File: config.mk
export PLATFORM = sky130hd
export DESIGN_NAME = noc_credit_tx_flat
export DESIGN_NICKNAME = d
export VERILOG_FILES = /design/src/rtl/noc_credit_tx_if.sv /design/src/rtl/noc_credit_tx.sv /design/src/flat_wrapper.sv
export SDC_FILE = /design/constraint.sdc
export NUM_CORES = 1
export LEC_CHECK = 0
export ABC_AREA = 1
export CAP_MARGIN = 20
export CORE_MARGIN = 2
export CORE_UTILIZATION = 44
export DETAILED_ROUTE_END_ITERATION = 8
export PLACE_DENSITY = 0.73
export SYNTH_ARGS = -nofsm -noshare
export SYNTH_HDL_FRONTEND = slang
export SYNTH_SLANG_ARGS = --single-unit
File: constraint.sdc
create_clock -name clk -period 6.65 [get_ports clk]
set_input_delay 0.665 -clock clk [delete_from_list [all_inputs] [get_ports clk]]
set_output_delay 0.665 -clock clk [all_outputs]
set_load 0.03 [all_outputs]
File: src/rtl/noc_credit_tx_if.sv
// noc_credit_tx_if: producer handshake and node-side valid/yummy signals of the credit transmitter
interface noc_credit_tx_if #(
  parameter int DATA_WIDTH = 64
);
  logic [DATA_WIDTH-1:0] data_in;
  logic valid_in;
  logic ready_out;
  logic [DATA_WIDTH-1:0] dataOut;
  logic validOut;
  logic yummyIn;
  modport master (
    output data_in, valid_in, yummyIn,
    input ready_out, dataOut, validOut
  );
  modport slave (
    input data_in, valid_in, yummyIn,
    output ready_out, dataOut, validOut
  );
endinterface

File: src/rtl/noc_credit_tx.sv
// noc_credit_tx: buffers producer flits and forwards them to a node port while downstream credits last
module noc_credit_tx #(
  parameter int DATA_WIDTH = 64,
  parameter int FIFO_DEPTH = 4,
  parameter int CREDITS = 4,
  localparam int CW = $clog2(CREDITS + 1),
  localparam int FW = $clog2(FIFO_DEPTH + 1),
  localparam int PW = $clog2(FIFO_DEPTH)
) (
  input logic clk,
  input logic rst_n,
  noc_credit_tx_if.slave bus,
  output logic [CW-1:0] credit_count,
  output logic [FW-1:0] fifo_count,
  output logic err_credit_ovf
);
  logic [DATA_WIDTH-1:0] mem [FIFO_DEPTH];
  logic [PW-1:0] wrPtr, rdPtr;
  logic push, send, ovf;
  assign bus.ready_out = fifo_count != FW'(FIFO_DEPTH);
  assign push = bus.valid_in & bus.ready_out;
  assign send = (fifo_count != '0) & (credit_count != '0);
  // a yummy with no matching send at full credit cannot be absorbed
  assign ovf = bus.yummyIn & ~send & (credit_count == CW'(CREDITS));
  always_ff @(posedge clk)
    if (push) mem[wrPtr] <= bus.data_in;
  always_ff @(posedge clk or negedge rst_n)
    if (!rst_n) begin
      wrPtr <= '0;
      rdPtr <= '0;
      fifo_count <= '0;
      credit_count <= CW'(CREDITS);
      bus.validOut <= 1'b0;
      bus.dataOut <= '0;
      err_credit_ovf <= 1'b0;
    end else begin
      wrPtr <= push ? wrPtr + PW'(1) : wrPtr;
      rdPtr <= send ? rdPtr + PW'(1) : rdPtr;
      fifo_count <= fifo_count + FW'(push) - FW'(send);
      credit_count <= ovf ? credit_count : credit_count - CW'(send) + CW'(bus.yummyIn);
      bus.validOut <= send;
      bus.dataOut <= send ? mem[rdPtr] : bus.dataOut;
      err_credit_ovf <= err_credit_ovf | ovf;
    end
endmodule

File: src/flat_wrapper.sv
// flat-port wrapper written by rule: the top's interface ports become plain ports
module noc_credit_tx_flat 
#(
  parameter int DATA_WIDTH = 64,
  parameter int FIFO_DEPTH = 4,
  parameter int CREDITS = 4,
  localparam int CW = $clog2(CREDITS + 1),
  localparam int FW = $clog2(FIFO_DEPTH + 1),
  localparam int PW = $clog2(FIFO_DEPTH)
)
  (clk, rst_n, credit_count, fifo_count, err_credit_ovf, bus_data_in, bus_valid_in, bus_yummyIn, bus_ready_out, bus_dataOut, bus_validOut);
  noc_credit_tx_if #(.DATA_WIDTH(DATA_WIDTH)) bus_i ();
  input logic clk;
  input logic rst_n;
  output logic [CW-1:0] credit_count;
  output logic [FW-1:0] fifo_count;
  output logic err_credit_ovf;
  input wire logic [$bits(bus_i.data_in)-1:0] bus_data_in;
  input wire logic [$bits(bus_i.valid_in)-1:0] bus_valid_in;
  input wire logic [$bits(bus_i.yummyIn)-1:0] bus_yummyIn;
  output wire logic [$bits(bus_i.ready_out)-1:0] bus_ready_out;
  output wire logic [$bits(bus_i.dataOut)-1:0] bus_dataOut;
  output wire logic [$bits(bus_i.validOut)-1:0] bus_validOut;
  assign bus_i.data_in = bus_data_in;
  assign bus_i.valid_in = bus_valid_in;
  assign bus_i.yummyIn = bus_yummyIn;
  assign bus_ready_out = bus_i.ready_out;
  assign bus_dataOut = bus_i.dataOut;
  assign bus_validOut = bus_i.validOut;
  noc_credit_tx #(.DATA_WIDTH(DATA_WIDTH), .FIFO_DEPTH(FIFO_DEPTH), .CREDITS(CREDITS)) u_core (.clk(clk), .rst_n(rst_n), .bus(bus_i), .credit_count(credit_count), .fifo_count(fifo_count), .err_credit_ovf(err_credit_ovf));
endmodule
## Yosys cells after proc, flatten, opt, wreduce, memory -nomap -nowiden

Memory sizes are Yosys's and may differ from the RTL's. A register that Yosys moved wholly into a read port is not among the register bits.
Index checks and enable logic that the tools add are counted.

| word-level totals | value |
|---|---|
| register bits | 12 |
| memory bits (read-only) | 0 |
| word-level logic and storage cells | 26 |
| bits in latches | 0 |
| input bits | 68 |
| memory bits (writable) | 256 |
| memories | 1 |

Memories:

| name | depth | width | rd ports | clocked after Yosys merged registers in | write ports | RTL line | source |
|---|---|---|---|---|---|---|---|
| u_core.mem | 4 | 64 | 1 | 1 | 1 | noc_credit_tx.sv:17 | `logic [DATA_WIDTH-1:0] mem [FIFO_DEPTH];` |

| cells by class | value |
|---|---|
| reduce and logical (&&, ||, !) cells | 3 |
| divide/modulo/power cells | 0 |
| multipliers | 0 |
| $lt $le $gt $ge | 0 |
| shift operators | 0 |
| bitwise operators | 6 |
| muxes and demuxes | 2 |
| add/subtract/negate cells | 6 |
| equal/unequal tests | 2 |

Operators with widths:

| operator | number |
|---|---|
| 3-bit by 1-bit adder with 3-bit output | 2 |
| 3-bit nonzero test | 2 |
| 3-bit by 1-bit subtractor with 3-bit output | 2 |
| 2-bit by 1-bit adder with 2-bit output, second input constant | 2 |
| 1-bit bitwise AND | 4 |
| 3-bit equality test, second input constant | 1 |
| 3-bit inequality test, second input constant | 1 |
| 1-bit 2-to-1 mux | 2 |
| 1-bit logical NOT | 1 |
| 1-bit inverter | 1 |
| 1-bit bitwise OR | 1 |

## Depth between registers and ports, before layout

| logic depth | value |
|---|---|
| depth after elaboration | 6 |
| mapped depth | 13 |

## Least setup slack after synthesis

Ideal clock, no wire load.

| timing path | value |
|---|---|
| path kind | flip-flop to flip-flop |
| from | reg u_core.fifo_count[1] |
| to | mem u_core.mem[0][0] (enable) |
| required time | 6.163 ns |
| cell stages (with the launch flop) | 5 |
| setup slack | 2.261 ns |
| path buffers | 0 |
| data arrival time | 3.902 ns |
| clock period less this slack | 4.389 ns |
| cells stage by stage | dfrtp_1 inv_2 nand3_1 nand2_1 nor2_1 |

| between the ends | value |
|---|---|
| word-level cells in the longest chain between the ends | 4 |

Ends and longest elaborated chain:

| element | RTL line | source |
|---|---|---|
| start: declaration | noc_credit_tx.sv:14 | `output logic [FW-1:0] fifo_count,` |
| start signal: assignment | noc_credit_tx.sv:39 | `fifo_count <= fifo_count + FW'(push) - FW'(send);` |
| 3-bit inequality test | noc_credit_tx.sv:20 | `assign bus.ready_out = fifo_count != FW'(FIFO_DEPTH);` |
| named net bus_ready_out | flat_wrapper.sv:21 | `output wire logic [$bits(bus_i.ready_out)-1:0] bus_ready_out;` |
| 1-bit bitwise AND | noc_credit_tx.sv:21 | `assign push = bus.valid_in & bus.ready_out;` |
| 1-bit 2-to-1 mux | noc_credit_tx.sv:26 | `if (push) mem[wrPtr] <= bus.data_in;` |
| 1-bit 2-to-1 mux (not written as such) | noc_credit_tx.sv:26 |  |
| end: declaration | noc_credit_tx.sv:17 |  |

The timed path passes the listed nets, and every way through them passes these cells.

## Worst setup path in the final report

| timing path | value |
|---|---|
| from | in bus_valid_in |
| to | mem u_core.mem[0][14] (enable) |

| between the ends | value |
|---|---|
| word-level cells in the longest chain between the ends | 3 |

Ends and longest elaborated chain:

| element | RTL line | source |
|---|---|---|
| start: declaration | flat_wrapper.sv:19 | `input wire logic [$bits(bus_i.valid_in)-1:0] bus_valid_in;` |
| 1-bit bitwise AND | noc_credit_tx.sv:21 |  |
| 1-bit 2-to-1 mux | noc_credit_tx.sv:26 |  |
| 1-bit 2-to-1 mux (not written as such) | noc_credit_tx.sv:26 |  |

Every way passes these cells.

==> impl_metrics.toml <==
[outcome]
status = "finished, final reports clean"

[cts]
path_clk_slew_ps = 60
cts_resized = 0
clockBufferDepth = 3
ctsHoldBuffers = 0
clkLatencyLatePin_ps = 500
numCtsBuffers = 34
cts.htree.levels = 2
cts_root_buf = "clkbuf_16"
cts_tree = "yes"
cts_num_sinks = 332
post_cts_buffers = 0

[floorplanning]
io_pins = 141
row_count = 65
die_area_mm2 = 0.03299
start_util_pct = 44.34
die_y_um = 181.6
floorplan.core_area_mm2 = 0.03131
die_width_um = 181.6

[setup_path]
crit_type = "primary input to flop"
cp.required_ps = 6780
reg2reg_depth = 5
cp_max_fo = 35
startpoint_type = "primary input"
arrival_ps = 2900
cp-end-kind = "flop"

[power_and_ir_drop]
powerDensity_mw_per_mm2 = 483.8
totalPowerFinal_uw = 8050
clockPowerShare_pct = 23.0
switchingPower_uw = 3091
p_comb_share_pct = 38.3
internal_power_uw = 4959
swShare_pct = 38.39
peakVddDrop_mv = 0.2868
p_seq_share_pct = 38.7
p_leak_uw = 0.007637

[synthesis]
synth_cell_types = 23
synth_top_family_by_area = "simple AND/OR/NAND/NOR gates"
synth_fa_ha_area_share_pct = 0.8292
ys_top_cells_by_count = "nand2_1 (530), inv_1 (270), edfxtp_1 (256)"
synthTopCellsByArea = "edfxtp_1 (55%), nand2_1 (14%), dfrtp_1 (14%), inv_1 (7.3%), nand3_1 (4.7%)"
yosys.area_share.xor_xnor_pct = 0.2524
syn_avg_cell_area_um2 = 10.25
synth_compound_area_share_pct = 0.1262
synthCells = 1354
yosysWarnings = 0
muxShareOfSynthArea_pct = 0
synth_most_common_cell = "nand2_1"
yosysTopAreaCell = "edfxtp_1"
synthSimpleGateAreaFrac_pct = 19.53
ys_async_sr_fraction_pct = 22.89
synth_edf_count = 256
netlist_area_mm2 = 0.01388
synthFlopType = "edfxtp_1"
synth_seq_area_share_pct = 69.09
syn-num-nets = 1430
postSynthRegisterBits = 332
yosysTopAreaCellShare_pct = 55.38

[timing]
hold_violations = 0
slew_viol_final = 0
setup_viol = 0
fmax_mhz = 360.3
period_share_pct = 41.73
fin_setup_tns_ps = 0
fin_crit_ps = 2775
rsz0062_at_grt = "false"
worst_pin_slew_ps = 994.7
clock_skew_ps = 18.56
slew_headroom_pct = 33.69
worst_slack_ps = 3875

[detailed_routing]
wl_per_cell_um = 14.99
postRouteAntennaNets = 0
drt_iter0_drc = 656
drt-pass1-iter-count = 5
wl_um = 28720
drc = 0
vias_per_cell = 4.677
vias = 8961

[placement]
io_buffers = 140
pre_cts_slack_ps = 3341
dp_hpwl_um = 16840
finalWeightedCongestion = 0.7130

[finish]
fin_nets = 1561
area_delta_synth_final_pct = 19.86
utilization_pct = 53.14
drive_above_1_share_pct = 5.166

[grt]
grt_overflow = 0
grt_pass1_vias = 9023
grt_pass1_wl_um = 45870
antenna_found_initial = 4
grt_max_degree = 84
grt.total_usage_pct = 17.62

[hold_path]
hold_class = "primary input to asynchronous set/reset pin"

[flow_run]
cap_violations = 0
[power groups by stage]
stage | Clock, uW | Combinational (uW) | Sequential [uW]
final | 1850 | 3080 | 3120
after global routing | 1980 | 3460 | 3180
after CTS | 1900 | 3140 | 3120
after detailed placement | 0 | 3120 | 3160
after global placement | 0 | 3020 | 3140
after floorplan | 0 | 1750 | 3530
[state kept, by name, summed over array words and instances (netlist names)]
signal,flops
u_core.mem,256
u_core.bus.validOut,1
u_core.fifo_count,3
u_core.wrPtr,2
u_core.credit_count,3
u_core.err_credit_ovf,1
u_core.bus.dataOut,64
u_core.rdPtr,2
[path summary, 6_finish.rpt]
path | start | endpoint | slack (ps)
setup reg to reg | u_core.fifo_count[1] | u_core.mem[0][14] | 3890
min in group clk | u_core.err_credit_ovf | u_core.err_credit_ovf | 460
max in group asynchronous | rst_n | u_core.rdPtr[0] | 5520
setup / recovery | bus_valid_in | u_core.mem[0][14] | 3870
hold / removal | rst_n | u_core.bus.dataOut[32] | 100
hold reg to reg | u_core.err_credit_ovf | u_core.err_credit_ovf | 460
[cell usage in the layout, fill, tap and decap left out, drive strengths merged, types with 3 or more instances in the layout]
cell           Yosys  layout
nand2            531     531
inv              279     280
edfxtp           256     256
clkdlybuf4s50      0     139
nand3            133     133
dfrtp             75      75
clkbuf             9      49
buf               47      12
clkinv             0       7
ha                 6       6
nor2               6       6
diode              0       4
bufinv             0       3
[logic make-up (layout without fill, tap and decap cells)]
family | Yosys count | after routing
XOR/XNOR | 4 | 4
flip-flops | 332 | 332
AO/OA/AOI/OAI | 3 | 3
AND/OR/NAND/NOR | 672 | 672
adder cells (fa/ha/maj) | 8 | 8
other | 0 | 4
buffers and inverters | 335 | 491
[per-layer routing]
layer	GRT usage [%]	share of wire (%)
met2	30.68	50
met3	3.049	5.1
met5	0	0
met1	22.42	43
met4	5.821	2.0
[final cells by class]
cell class / instances / area (um^2)
Tap cell: 402 / 503.0
Antenna cell: 4 / 10.01
Fill cell: 2619 / 14670
Clock inverter: 12 / 140.1
Clock buffer: 49 / 938.4
Timing Repair Buffer: 151 / 1494
Multi-Input combinational cell: 687 / 2909
Inverter: 279 / 1050
Sequential cell: 332 / 9595
[critical path, stage by stage]
cell             delay [ps]
clkdlybuf4s50_1         470
nand2_1                 310
nor2_4                  840
buf_4                   590
[through the flow]
step           instance area, um^2  instances  hold WS, ps
6_report                     16640       1916        98.74
5_1_grt                      16640       1915        123.3
4_1_cts                      16630       1912        108.4
3_5_place_dp                 15550       1851        448.0
3_3_place_gp                 15530       1850        448.5
2_1_floorplan                13880       1354        369.4
No activity file was read; power rests on OpenSTA's default activity.
